**config.mk**
```make
export PLATFORM = sky130hd
export DESIGN_NAME = vram_access_arbiter
export DESIGN_NICKNAME = d
export VERILOG_FILES = /design/src/rtl/vram_pkg.sv /design/src/rtl/vram_fill_engine.sv /design/src/rtl/vram_access_arbiter.sv
export SDC_FILE = /design/constraint.sdc
export NUM_CORES = 1
export LEC_CHECK = 0
export BUFFER_PORTS_ARGS = -buffer_cell sky130_fd_sc_hd__buf_2
export CORE_ASPECT_RATIO = 2
export CORE_MARGIN = 2
export CORE_UTILIZATION = 45
export CTS_BUF_LIST = sky130_fd_sc_hd__clkbuf_4 sky130_fd_sc_hd__clkbuf_8 sky130_fd_sc_hd__clkbuf_16
export DETAILED_ROUTE_END_ITERATION = 10
export PLACE_DENSITY = 0.82
export SYNTH_ARGS = -nofsm -noshare
export SYNTH_HDL_FRONTEND = slang
export SYNTH_SLANG_ARGS = --single-unit
```
**constraint.sdc**
```tcl
create_clock -name i_clk -period 2.1 [get_ports i_clk]
set_input_delay 0.21 -clock i_clk [delete_from_list [all_inputs] [get_ports i_clk]]
set_output_delay 0.21 -clock i_clk [all_outputs]
set_load 0.02 [all_outputs]
```
**src/rtl/vram_pkg.sv**
```systemverilog
// Shared widths and fill-engine state encoding for the VRAM access arbiter slice.
package vram_pkg;
    localparam int ADDR_W     = 13;
    localparam int DATA_W     = 16;
    localparam int VRAM_WORDS = 8192;

    typedef enum logic [1:0] {
        IDLE = 2'd0,
        FILL = 2'd1,
        DONE = 2'd2
    } fill_state_t;
endpackage

```
**src/rtl/vram_fill_engine.sv**
```systemverilog
// Fill engine: walks an address range writing one pattern word per grant it receives.
module vram_fill_engine
    import vram_pkg::*;
(
    input  logic              i_clk,
    input  logic              i_rst_n,
    input  logic              i_fill_start,
    input  logic              i_fill_abort,
    input  logic [ADDR_W-1:0] i_fill_base,
    input  logic [ADDR_W:0]   i_fill_len,
    input  logic [DATA_W-1:0] i_fill_pattern,
    input  logic              i_fill_grant,
    output logic              o_fill_want,
    output logic [ADDR_W-1:0] o_fill_addr,
    output logic [DATA_W-1:0] o_fill_pattern,
    output logic              o_fill_busy,
    output logic              o_fill_done
);
    fill_state_t       r_state;
    fill_state_t       w_state_nxt;
    logic              w_accept;
    logic              w_zero_len;
    logic              r_zero_done;
    logic [ADDR_W-1:0] r_cur_addr;
    logic [ADDR_W:0]   r_remaining;
    logic [DATA_W-1:0] r_pattern;

    // Next-state decode; an abort wins over reaching the last word so no done pulse follows it.
    always_comb begin
        w_state_nxt = r_state;
        w_accept    = 1'b0;
        w_zero_len  = 1'b0;
        case (r_state)
            IDLE: begin
                if (i_fill_start && (|i_fill_len)) begin
                    w_state_nxt = FILL;
                    w_accept    = 1'b1;
                end else if (i_fill_start) begin
                    w_zero_len  = 1'b1;
                end else begin
                    w_state_nxt = IDLE;
                end
            end
            FILL: begin
                if (i_fill_abort) begin
                    w_state_nxt = IDLE;
                end else if (i_fill_grant && (r_remaining == {{ADDR_W{1'b0}}, 1'b1})) begin
                    w_state_nxt = DONE;
                end else begin
                    w_state_nxt = FILL;
                end
            end
            DONE:    w_state_nxt = IDLE;
            default: w_state_nxt = IDLE;
        endcase
    end

    // State, range counters and latched pattern.
    always_ff @(posedge i_clk or negedge i_rst_n) begin
        if (!i_rst_n) begin
            r_state     <= IDLE;
            r_zero_done <= 1'b0;
            r_cur_addr  <= {ADDR_W{1'b0}};
            r_remaining <= {(ADDR_W+1){1'b0}};
            r_pattern   <= {DATA_W{1'b0}};
        end else begin
            r_state     <= w_state_nxt;
            r_zero_done <= w_zero_len;
            if (w_accept) begin
                r_cur_addr  <= i_fill_base;
                r_remaining <= i_fill_len;
                r_pattern   <= i_fill_pattern;
            end else if ((r_state == FILL) && i_fill_grant) begin
                r_cur_addr  <= r_cur_addr + {{(ADDR_W-1){1'b0}}, 1'b1};
                r_remaining <= r_remaining - {{ADDR_W{1'b0}}, 1'b1};
            end
        end
    end

    assign o_fill_want    = (r_state == FILL);
    assign o_fill_addr    = r_cur_addr;
    assign o_fill_pattern = r_pattern;
    assign o_fill_busy    = (r_state == FILL);
    assign o_fill_done    = (r_state == DONE) | r_zero_done;
endmodule

```
**src/rtl/vram_access_arbiter.sv**
```systemverilog
// Shares the Screen VRAM port between the CPU (priority) and the fill engine,
// forcing one fill slot after FILL_SLOT consecutive contested CPU grants.
module vram_access_arbiter
    import vram_pkg::*;
#(
    parameter int FILL_SLOT = 4
) (
    input  logic              i_clk,
    input  logic              i_rst_n,
    input  logic              i_cpu_req,
    input  logic              i_cpu_we,
    input  logic [ADDR_W-1:0] i_cpu_addr,
    input  logic [DATA_W-1:0] i_cpu_wdata,
    output logic              o_cpu_ready,
    output logic              o_cpu_rvalid,
    output logic [DATA_W-1:0] o_cpu_rdata,
    input  logic              i_fill_start,
    input  logic              i_fill_abort,
    input  logic [ADDR_W-1:0] i_fill_base,
    input  logic [ADDR_W:0]   i_fill_len,
    input  logic [DATA_W-1:0] i_fill_pattern,
    output logic              o_fill_busy,
    output logic              o_fill_done,
    output logic [ADDR_W-1:0] o_vram_addr,
    output logic [DATA_W-1:0] o_vram_din,
    output logic              o_vram_load,
    input  logic [DATA_W-1:0] i_vram_dout
);
    localparam int CNT_W = $clog2(FILL_SLOT + 1);

    logic              w_fill_want;
    logic [ADDR_W-1:0] w_fill_addr;
    logic [DATA_W-1:0] w_fill_pattern;
    logic              w_contest;
    logic              w_slot_due;
    logic              w_cpu_grant;
    logic              w_fill_grant;
    logic [CNT_W-1:0]  r_slot_cnt;
    logic              r_rd_pend;
    logic              r_rvalid;
    logic [ADDR_W-1:0] r_vram_addr;
    logic [DATA_W-1:0] r_vram_din;
    logic              r_vram_load;

    vram_fill_engine u_fill (
        .i_clk          (i_clk),
        .i_rst_n        (i_rst_n),
        .i_fill_start   (i_fill_start),
        .i_fill_abort   (i_fill_abort),
        .i_fill_base    (i_fill_base),
        .i_fill_len     (i_fill_len),
        .i_fill_pattern (i_fill_pattern),
        .i_fill_grant   (w_fill_grant),
        .o_fill_want    (w_fill_want),
        .o_fill_addr    (w_fill_addr),
        .o_fill_pattern (w_fill_pattern),
        .o_fill_busy    (o_fill_busy),
        .o_fill_done    (o_fill_done)
    );

    assign w_contest    = i_cpu_req & w_fill_want;
    assign w_slot_due   = w_contest & (r_slot_cnt == CNT_W'(FILL_SLOT));
    assign w_cpu_grant  = i_cpu_req & ~w_slot_due;
    assign w_fill_grant = w_fill_want & (~i_cpu_req | w_slot_due);

    // Contest counter: counts consecutive contested CPU wins, cleared by the fill slot or no contest.
    always_ff @(posedge i_clk or negedge i_rst_n) begin
        if (!i_rst_n) begin
            r_slot_cnt <= {CNT_W{1'b0}};
        end else if (w_contest && !w_slot_due) begin
            r_slot_cnt <= r_slot_cnt + CNT_W'(1);
        end else begin
            r_slot_cnt <= {CNT_W{1'b0}};
        end
    end

    // Registered VRAM port plus the two-stage read-valid pipeline matching Screen's output register.
    always_ff @(posedge i_clk or negedge i_rst_n) begin
        if (!i_rst_n) begin
            r_vram_addr <= {ADDR_W{1'b0}};
            r_vram_din  <= {DATA_W{1'b0}};
            r_vram_load <= 1'b0;
            r_rd_pend   <= 1'b0;
            r_rvalid    <= 1'b0;
        end else begin
            r_rd_pend <= w_cpu_grant & ~i_cpu_we;
            r_rvalid  <= r_rd_pend;
            if (w_cpu_grant) begin
                r_vram_addr <= i_cpu_addr;
                r_vram_din  <= i_cpu_wdata;
                r_vram_load <= i_cpu_we;
            end else if (w_fill_grant) begin
                r_vram_addr <= w_fill_addr;
                r_vram_din  <= w_fill_pattern;
                r_vram_load <= 1'b1;
            end else begin
                r_vram_load <= 1'b0;
            end
        end
    end

    // Read data is only presented while it is valid.
    always_comb begin
        o_cpu_rdata = {DATA_W{1'b0}};
        if (r_rvalid) begin
            o_cpu_rdata = i_vram_dout;
        end else begin
            o_cpu_rdata = {DATA_W{1'b0}};
        end
    end

    assign o_cpu_ready  = w_cpu_grant;
    assign o_cpu_rvalid = r_rvalid;
    assign o_vram_addr  = r_vram_addr;
    assign o_vram_din   = r_vram_din;
    assign o_vram_load  = r_vram_load;
endmodule

```
==> results.md, run 1 <==
* Synthesized area per cell at 10.7 µm²
* Vias in the first global route at 3,854
* Worst path slowest cell: or4_1
* Setup CP Type: reg -> reg
* Synth Instances at about 380
* CTS tree: built
* WL/cell at 19.0 µm
* Die X at 70.8 µm
* Slew HR at 0.622
* Met3 wire len at 679 µm
* Die Y at 138 µm
* Initial Util at 0.464
* Diode count at 0
* Synth top area share at 0.505
* Count of state elements after synthesis at 81
* Filler cells at 749
* Placed Cells at a little over 600
* Num CTS Buffers at 9
* Combinational Power Share at 0.270
* Io pins at 144
* Async S/R FF share, synth at 1.00
* Final-report max-slew violation count at 0
* Area leader, netlist: dfrtp_1
* Clk pwr share at 0.303
* Achievable frequency at about 0.48 GHz
* Post-layout util at 0.612
* Hold Vio Cnt, Final at 0
* Final period util at 0.988
* # Max-Cap Violations at 0
* Setup WS pre-CTS at roughly 0.0077 ns
* Crit path DAT at 2.30 ns
* Die footprint at 0.00973 mm²
* Overall Global Routing Usage at 0.253
* Slew @ Worst Pin at 0.561 ns
* Synth cell count leaders: dfrtp_1, inv_1, a222oi_1
* Startpoint types: register
* Leakage at 2.62 nW
* DRC viols at 0
* First-pass GRT wire length at ~19 mm
* Initial antenna violation count at 0
* Tightest Hold Check Type: in -> reg
* Nets@finish at 631
* # rows at 48
* Routability cong. at 0.892
* Tot Pwr at 0.00514 W
* Cell Int Power at 0.00335 W
* Syn nets at 474
* Sink Count at 81
* Crit path max fanout at 4
* Status: completed
* Share of cells above drive strength 1 at 0.413
* Core footprint at 0.00865 mm²
* Storage element area at just over 0.002 mm²
* Synth warn at 0
* Max Used Layer: met4
* Mapped Area at ~0.004 mm²
* Worst EP required at approximately 2.3 ns
* Sequential area share after synthesis at 0.505
* Yosys cell types at between 60 and 70
* CP Capture Type: register
* Number of synthesized flops with an enable pin at 0
* Clk_lat worst skew at 0.35 ns
* Largest net degree at the start of global routing at 50
* Aggregate global routing overflow at 0
* Sw frac at 0.348
* CTS root buf: clkbuf_16
* Vias post-DR at 3,781
* Top-count cell post-synth: dfrtp_1
* Setup Skew at 0.00717 ns
* Area contributors post-synth: dfrtp_1, a222oi_1, mux2_2
* Seq pwr share at 0.427
* TNS Setup at 0 ns
* H-tree levels at 3
* PD cells at 972 mW/mm²
* Initial drt markers at 415
* WP buf/inv at 1
* Wl on met1 at 4.15 mm
* Area of the multi-input gates at between 0.0015 and 0.002 mm²
* First drt pass iteration count at 7
* HPWL after DPL at 8.92 mm
* Met2 wire len at between 6 and 7 mm
* Clock period minus worst slack at between 2 and 2.5 ns
* Area growth syn-to-layout at 31.9%
* Peak supply drop at 0.647 mV
* P_sw at between 0.0015 and 0.002 W
* Final setup violating endpoints at 0
* CTS Buffer Depth at 2
* Fin cells at 637
* Post-route ant nets at 0
* Unrepaired setup endpoints after global routing: yes
* Slowest cell delay on critical path at roughly 0.59 ns
* Via density at 5.94
* CP Cell Sequence: buf_4, or4_1, nor3_4, mux2_2, a221o_1
* Main synth FF type: dfrtp_1
* Fin worst setup slack at 0.0254 ns
* Clock transition at the registers of the reported paths at 0.06 ns
* IO Port Bufs at 143
* Delay-heaviest family, CP: simple AND/OR/NAND/NOR gates
* Final wirelength at 12.1 mm
==> repair_timing <==
action                                  in CTS  in global routing
endpoints found under the hold margin       32                  0
hold buffers                                 1                  0
setup buffers                                0                  2
resized for setup                            1                  5
endpoints found under the setup margin       1                  2
==> power by group through the flow <==
stage	sequential [W]	clock [W]	combinational (W)
floorplan	0.00224	0	0.000733
global placement	0.00218	0	0.00131
detailed placement	0.00220	0	0.00134
CTS	0.00218	0.00159	0.00136
global route	0.00223	0.00165	0.00151
finish	0.00219	0.00156	0.00139
==> placed cells by master (no fill, tap or decap), types with 3 or more instances in the layout <==
cell type / instances
buf_2: 142
dfrtp_1: 81
inv_1: 40
a222oi_1: 27
nand2_1: 22
buf_4: 21
and2_1: 18
mux2_2: 17
a221o_1: 10
nor2_1: 9
nand3_1: 9
clkbuf_16: 9
nand4_1: 8
o21ai_0: 8
nor3_1: 8
or3_1: 6
nor4_1: 5
o221ai_1: 5
a21oi_1: 5
ha_1: 4
and4_1: 3
nor3b_1: 3
nor2_2: 3
and3_1: 3
a22oi_1: 3
or2_2: 3
nand2b_1: 3
a31o_2: 3
a31oi_1: 3
or4_1: 3
o211ai_1: 3
o31ai_1: 3
inv_8: 3
inv_6: 3
buf_12: 3
==> path summary, 6_finish.rpt <==
kind / from / end / slack, ns / cells after the start
worst min-delay path: i_fill_abort / u_fill.r_state[1]$_DFFE_PN0P_ / 0.03 / 2
worst max-delay path: u_fill.r_remaining[0]$_DFFE_PN0P_ / u_fill.r_remaining[9]$_DFFE_PN0P_ / 0.03 / 5
worst min register to register: r_rd_pend$_DFF_PN0_ / o_cpu_rvalid$_DFF_PN0_ / 0.35 / 0
min in group asynchronous: i_rst_n / o_vram_din[10]$_DFFE_PN0P_ / 0.35 / 2
worst max register to register: u_fill.r_remaining[0]$_DFFE_PN0P_ / u_fill.r_remaining[9]$_DFFE_PN0P_ / 0.03 / 5
max in group asynchronous: i_rst_n / r_slot_cnt[0]$_DFF_PN0_ / 1.14 / 3
==> flip-flops by register name, summed over array words and instances (netlist names), 2 cells and up <==
name                   count
o_vram_din                16
u_fill.o_fill_pattern     16
u_fill.r_remaining        14
o_vram_addr               13
u_fill.o_fill_addr        13
r_slot_cnt                 3
u_fill.r_state             2
==> routing by layer <==
layer | GRT usage | vias to the layer above
met5 | 0 | -
met4 | 0.154 | 0
met3 | 0.0505 | 33
met2 | 0.458 | 169
met1 | 0.263 | 1844
li1 | - | 1735
==> stage by stage <==
| stage | area (µm²) | hold WS, ns |
|---|---|---|
| 2_1_floorplan | 4010 | -0.0856 |
| 3_3_place_gp | 4950 | 0.185 |
| 3_5_place_dp | 4950 | 0.185 |
| 4_1_cts | 5260 | 0.0298 |
| 5_1_grt | 5290 | 0.0429 |
| 6_report | 5290 | 0.0337 |
==> area by class of cell <==
type,count,share of cell area
Multi-Input combinational cell,231,0.330
Clock inverter,7,0.0128
Inverter,42,0.0298
Clock buffer,9,0.0426
Sequential cell,81,0.383
Timing Repair Buffer,167,0.177
Tap cell,100,0.0237
==> cell families (layout without fill, tap and decap cells) <==
family                   after synthesis  count (layout)  share of synthesized area
AO/OA/AOI/OAI                         88              88                      0.188
buffers and inverters                 63             225                     0.0643
flip-flops                            81              81                      0.505
XOR/XNOR                               2               2                    0.00437
adder cells (fa/ha/maj)                5               5                     0.0156
AND/OR/NAND/NOR                      117             117                      0.170
multiplexers                          19              19                     0.0527
(Power assumes the default switching activity.)
==> run 2, diff against run 1 <==
--- a/config.mk
+++ b/config.mk
@@ -11,7 +11,7 @@
 export CORE_UTILIZATION = 45
 export CTS_BUF_LIST = sky130_fd_sc_hd__clkbuf_4 sky130_fd_sc_hd__clkbuf_8 sky130_fd_sc_hd__clkbuf_16
 export DETAILED_ROUTE_END_ITERATION = 10
-export PLACE_DENSITY = 0.82
+export PLACE_DENSITY = 0.85
 export SYNTH_ARGS = -nofsm -noshare
 export SYNTH_HDL_FRONTEND = slang
 export SYNTH_SLANG_ARGS = --single-unit
==> results.md, run 2 (same netlist as run 1, synthesis figures left out) <==
* Status: completed
* Area growth syn-to-layout at 32.2%
* Sink Count at 81
* M1 GR Usage at 0.255
* CP Cell Sequence: inv_1, ha_4, or3b_4, or3_4, or4_1, o211ai_1
* Most Crowded Layer GR: met2
* Peak supply drop at 0.553 mV
* Worst EP required at 2.36 ns
* Area of the multi-input gates at roughly 0.0017 mm²
* PD cells at a little under 1000 mW/mm²
* Vias post-DR at 3,820
* Initial Util at 0.464
* CTS root buf: clkbuf_16
* Most common cell after layout, fill and taps aside: buf_2
* Diode count at 0
* First drt pass iteration count at 8
* Slowest cell delay on critical path at approximately 0.41 ns
* # rows at 48
* Largest net degree at the start of global routing at 44
* Leakage at 2.63 nW
* Routability cong. at 0.928
* Core footprint at 0.00865 mm²
* WP buf/inv at 1
* Hold Vio Cnt, Final at 0
* HPWL after DPL at 8.78 mm
* GR Util met2 at 0.441
* Via density at 6.00
* Vias in the first global route at a little under 4,000
* Die footprint at 0.00973 mm²
* Share of cells above drive strength 1 at 0.406
* Final period util at 0.980
* Tot Pwr at roughly 0.005 W
* Worst path slowest cell: dfrtp_1
* Final-report max-slew violation count at 0
* Slew HR at 0.581
* Overall Global Routing Usage at 0.248
* Post-route ant nets at 0
* Crit path max fanout at 5
* Achievable frequency at a little under 0.5 GHz
* Global routing usage on met3 at 0.0534
* DRC viols at 0
* Nets@finish at 632
* Clock transition at the registers of the reported paths at 0.06 ns
* Setup Skew at between 0.005 and 0.006 ns
* Aggregate global routing overflow at 0
* Hold_ws at 0.0438 ns
* Io pins at 144
* Filler cells at 699
* Die X at 70.8 µm
* IO Port Bufs at 143
* Die Y at 138 µm
* Startpoint types: register
* Unrepaired setup endpoints after global routing: yes
* Crit path DAT at ~2.3 ns
* WL/cell at 18.4 µm
* CTS tree: built
* Tightest Hold Check Type: in -> reg
* Initial drt markers at 377
* Num CTS Buffers at 9
* H-tree levels at 3
* CP Capture Type: register
* Final wirelength at 11.7 mm
* Slew @ Worst Pin at 0.628 ns
* First-pass GRT wire length at 18.6 mm
* Storage element area at 0.00203 mm²
* CTS Buffer Depth at 2
* Delay-heaviest family, CP: simple AND/OR/NAND/NOR gates
* Clock period minus worst slack at 2.06 ns
* Setup CP Type: reg -> reg
* Initial antenna violation count at 0
* Clk_lat worst skew at 0.34 ns
* # Max-Cap Violations at 0
* Commonest cells after routing, fill and taps aside: buf_2, dfrtp_1, inv_1
* Final setup violating endpoints at 0
[run 2: cell types whose count changed in the layout (fill, tap and decap cells not counted), sizes merged]
| cell | delta |
|---|---|
| buf | +1 |
| bufinv | +1 |
| clkbuf | +1 |
| clkinv | +4 |
| clkinvlp | -1 |
| inv | -6 |
[run 2: power by group]
| part | leakage [nW] | switching, W | total [W] | internal (W) |
|---|---|---|---|---|
| sequential | 0.982 | 0.000314 | 0.00220 | 0.00188 |
| clock | 0.146 | 0.000609 | 0.00153 | 0.000926 |
| combinational | 1.50 | 0.000733 | 0.00136 | 0.000626 |
[run 2: area by class of cell]
type | instances | area share
sequential | 81 | 0.382
timing repair buffer | 168 | 0.181
tap | 100 | 0.0236
multi-input combinational | 231 | 0.329
inverter | 42 | 0.0297
clock inverter | 5 | 0.0109
clock buffer | 10 | 0.0439
[run 2: worst paths after layout]
kind / to / slack (ns) / cells past startpoint / start
min in group asynchronous: o_vram_addr[1]$_DFFE_PN0P_ / 0.39 / 2 / i_rst_n
max: u_fill.r_remaining[8]$_DFFE_PN0P_ / 0.04 / 6 / u_fill.r_remaining[0]$_DFFE_PN0P_
max reg2reg: u_fill.r_remaining[8]$_DFFE_PN0P_ / 0.04 / 6 / u_fill.r_remaining[0]$_DFFE_PN0P_
max in group asynchronous: u_fill.o_fill_addr[5]$_DFFE_PN0P_ / 1.10 / 3 / i_rst_n
min: r_rd_pend$_DFF_PN0_ / 0.04 / 2 / i_cpu_we
min reg2reg: o_cpu_rvalid$_DFF_PN0_ / 0.35 / 0 / r_rd_pend$_DFF_PN0_
[run 2: per-layer routing]
metal  vias to the layer above  wire length [µm]
met5                         -                 0
met4                         0               562
met3                        43               700
met2                       183              6480
met1                      1853              4000
li1                       1741                 -
[run 2: per-stage QoR]
step,std cells,worst slack (ns),TNS [ns],instance area [µm²],utilization
6_report,637,0.0428,0,5300,0.613
5_1_grt,637,-0.00788,-0.0140,5300,0.613
4_1_cts,636,0.0331,0,5280,0.611
3_5_place_dp,620,0.0290,0,4980,0.576
3_3_place_gp,620,0.0807,0,4980,0.576
2_1_floorplan,375,0.166,0,4010,-
[run 2: what timing repair did]
item                                   4_1_cts  5_1_grt
setup endpoints to repair                    0        2
gates resized for setup                      0        2
endpoints found under the hold margin       38        0
setup buffers                                0        1
hold buffers                                 1        0
==> run 3, diff against run 2 <==
--- a/config.mk
+++ b/config.mk
@@ -5,13 +5,13 @@
 export SDC_FILE = /design/constraint.sdc
 export NUM_CORES = 1
 export LEC_CHECK = 0
-export BUFFER_PORTS_ARGS = -buffer_cell sky130_fd_sc_hd__buf_2
 export CORE_ASPECT_RATIO = 2
 export CORE_MARGIN = 2
-export CORE_UTILIZATION = 45
+export CORE_UTILIZATION = 57
 export CTS_BUF_LIST = sky130_fd_sc_hd__clkbuf_4 sky130_fd_sc_hd__clkbuf_8 sky130_fd_sc_hd__clkbuf_16
 export DETAILED_ROUTE_END_ITERATION = 10
-export PLACE_DENSITY = 0.85
+export DONT_BUFFER_PORTS = 1
+export PLACE_DENSITY = 0.84
 export SYNTH_ARGS = -nofsm -noshare
 export SYNTH_HDL_FRONTEND = slang
 export SYNTH_SLANG_ARGS = --single-unit
==> results.md, run 3 (same netlist as run 1, synthesis figures left out) <==
* CTS Buffer Depth at 2
* Area growth syn-to-layout at 15.5%
* WL/cell at roughly 23 µm
* Setup CP Type: reg -> reg
* First drt pass iteration count at 7
* Final period util at 0.970
* Achievable frequency at 0.491 GHz
* Crit path max fanout at 4
* HPWL after DPL at 7.99 mm
* Vias in the first global route at 3,497
* Die footprint at 0.00776 mm²
* Final setup violating endpoints at 0
* Sink Count at 81
* Nets@finish at between 400 and 500
* H-tree levels at 3
* Initial antenna violation count at 0
* Die Y at between 100 and 150 µm
* First-pass GRT wire length at 17.7 mm
* Largest net degree at the start of global routing at 82
* Slew HR at 0.593
* Seq pwr share at 0.463
* Startpoint types: register
* Clock period minus worst slack at 2.04 ns
* Crit path depth at 4
* # hold bufs at CTS at 5
* Commonest cells after routing, fill and taps aside: dfrtp_1, inv_1, a222oi_1
* Hold_ws at -0.438 ns
* CP Capture Type: register
* Reg-to-reg slack, setup at 0.06 ns
* Final-report max-slew violation count at 0
* Post-route ant nets at 0
* Leakage at 2.05 nW
* Failing checks: negative hold slack
* Fin area at 0.00463 mm²
* Status: finished with violations
* Crit path DAT at 2.25 ns
* # rows at 43
* PD cells at 1100 mW/mm²
* Hold Vio Cnt, Final at 81
* CP startpoint: u_fill.r_remaining[6]$_DFFE_PN0P_
* CTS root buf: clkbuf_16
* # Max-Cap Violations at 0
* Slew @ Worst Pin at 0.608 ns
* Aggregate global routing overflow at 0
* Clock transition at the registers of the reported paths at 0.06 ns
* Initial drt markers at between 300 and 400
* Sw frac at 0.316
* Routability cong. at 0.935
* Post-DP Area at 0.00422 mm²
* Share of cells above drive strength 1 at 0.194
* R2R Path Start: u_fill.r_remaining[6]$_DFFE_PN0P_
* Delay-heaviest family, CP: simple AND/OR/NAND/NOR gates
* WP buf/inv at 0
* Clk_lat worst skew at 0.34 ns
* Most common cell after layout, fill and taps aside: dfrtp_1
* Vias post-DR at 3,336
* CP Cell Sequence: or4_4, nor3_4, mux2_2, a221o_1
* Tightest Hold Check Type: in -> async
* Slowest cell delay on critical path at roughly 0.6 ns
* Num CTS Buffers at 9
* Peak supply drop at 0.813 mV
* Core footprint at 0.00689 mm²
* Worst EP required at 2.32 ns
* Setup Skew at roughly 0.0039 ns
* Diode count at 0
* Worst r2r dst: u_fill.r_remaining[9]$_DFFE_PN0P_
* Final wirelength at 11.2 mm
* Worst path slowest cell: or4_4
* CTS tree: built
* Initial Util at 0.582
* Die X at between 60 and 70 µm
* Combinational Power Share at 0.198
* P_sw at around 0.0016 W
* Via density at 6.86
* DRC viols at 0
* Clk pwr share at 0.339
* Worst setup path end: u_fill.r_remaining[9]$_DFFE_PN0P_
* Io pins at 144
* IO Port Bufs at 0
* Cell Int Power at 0.00348 W
* Cells on worst reg2reg path at 4
* Overall Global Routing Usage at 0.300
run 3: changes by cell type in the layout (fill, tap and decap cells not counted), sizes merged:
cell	change
clkbuf	+1
clkinv	-3
dlygate4sd3	+4
bufinv	+1
buf	-145
inv	+1
run 3: stage by stage:
stage | setup slack, ns | total power [W] | utilization | setup TNS (ns) | cells
floorplan | 0.166 | 0.00298 | - | 0 | 375
global placement | -0.0618 | 0.00326 | 0.612 | -0.429 | 464
detailed placement | -0.0848 | 0.00331 | 0.612 | -0.531 | 464
CTS | 0.00968 | 0.00505 | 0.668 | 0 | 484
global route | -0.00685 | 0.00530 | 0.672 | -0.00685 | 486
finish | 0.0625 | 0.00508 | 0.672 | 0 | 486
run 3: how the worst min path moves through the flow:
stage,cells past startpoint,from,to
3_3_place_gp,0,i_rst_n,o_vram_din[6]$_DFFE_PN0P_
2_1_floorplan,0,i_rst_n,o_cpu_rvalid$_DFF_PN0_
6_report,0,i_rst_n,o_vram_din[6]$_DFFE_PN0P_
3_5_place_dp,0,i_rst_n,o_vram_din[6]$_DFFE_PN0P_
4_1_cts,0,i_rst_n,o_vram_addr[7]$_DFFE_PN0P_
5_1_grt,0,i_rst_n,u_fill.o_fill_pattern[6]$_DFFE_PN0P_
run 3: power groups by stage:
stage               Clock [W]  Sequential (W)  Combinational [W]
finish                0.00172         0.00235            0.00101
global route          0.00179         0.00240            0.00112
CTS                   0.00174         0.00234           0.000976
detailed placement          0         0.00235           0.000960
global placement            0         0.00234           0.000918
floorplan                   0         0.00224           0.000733
run 3: area by class of cell:
class	instances	area [µm²]
Timing Repair Buffer	27	253
Tap cell	90	113
Sequential cell	81	2030
Multi-Input combinational cell	231	1750
Clock inverter	4	73.8
Fill cell	549	2260
Inverter	42	158
Clock buffer	11	253
run 3: what timing repair did:
action                                  4_1_cts  5_1_grt
gates resized for setup                       1        6
hold endpoints to repair                     86       81
setup buffers                                 0        2
endpoints found under the setup margin        7        2
run 3: metal layers:
| metal | track usage | vias to the layer above | wire length, µm |
|---|---|---|---|
| met5 | 0 | - | 0 |
| met3 | 0.0678 | 47 | 945 |
| met2 | 0.518 | 215 | 5950 |
| li1 | - | 1451 | - |
| met4 | 0.208 | 0 | 624 |
| met1 | 0.324 | 1623 | 3640 |
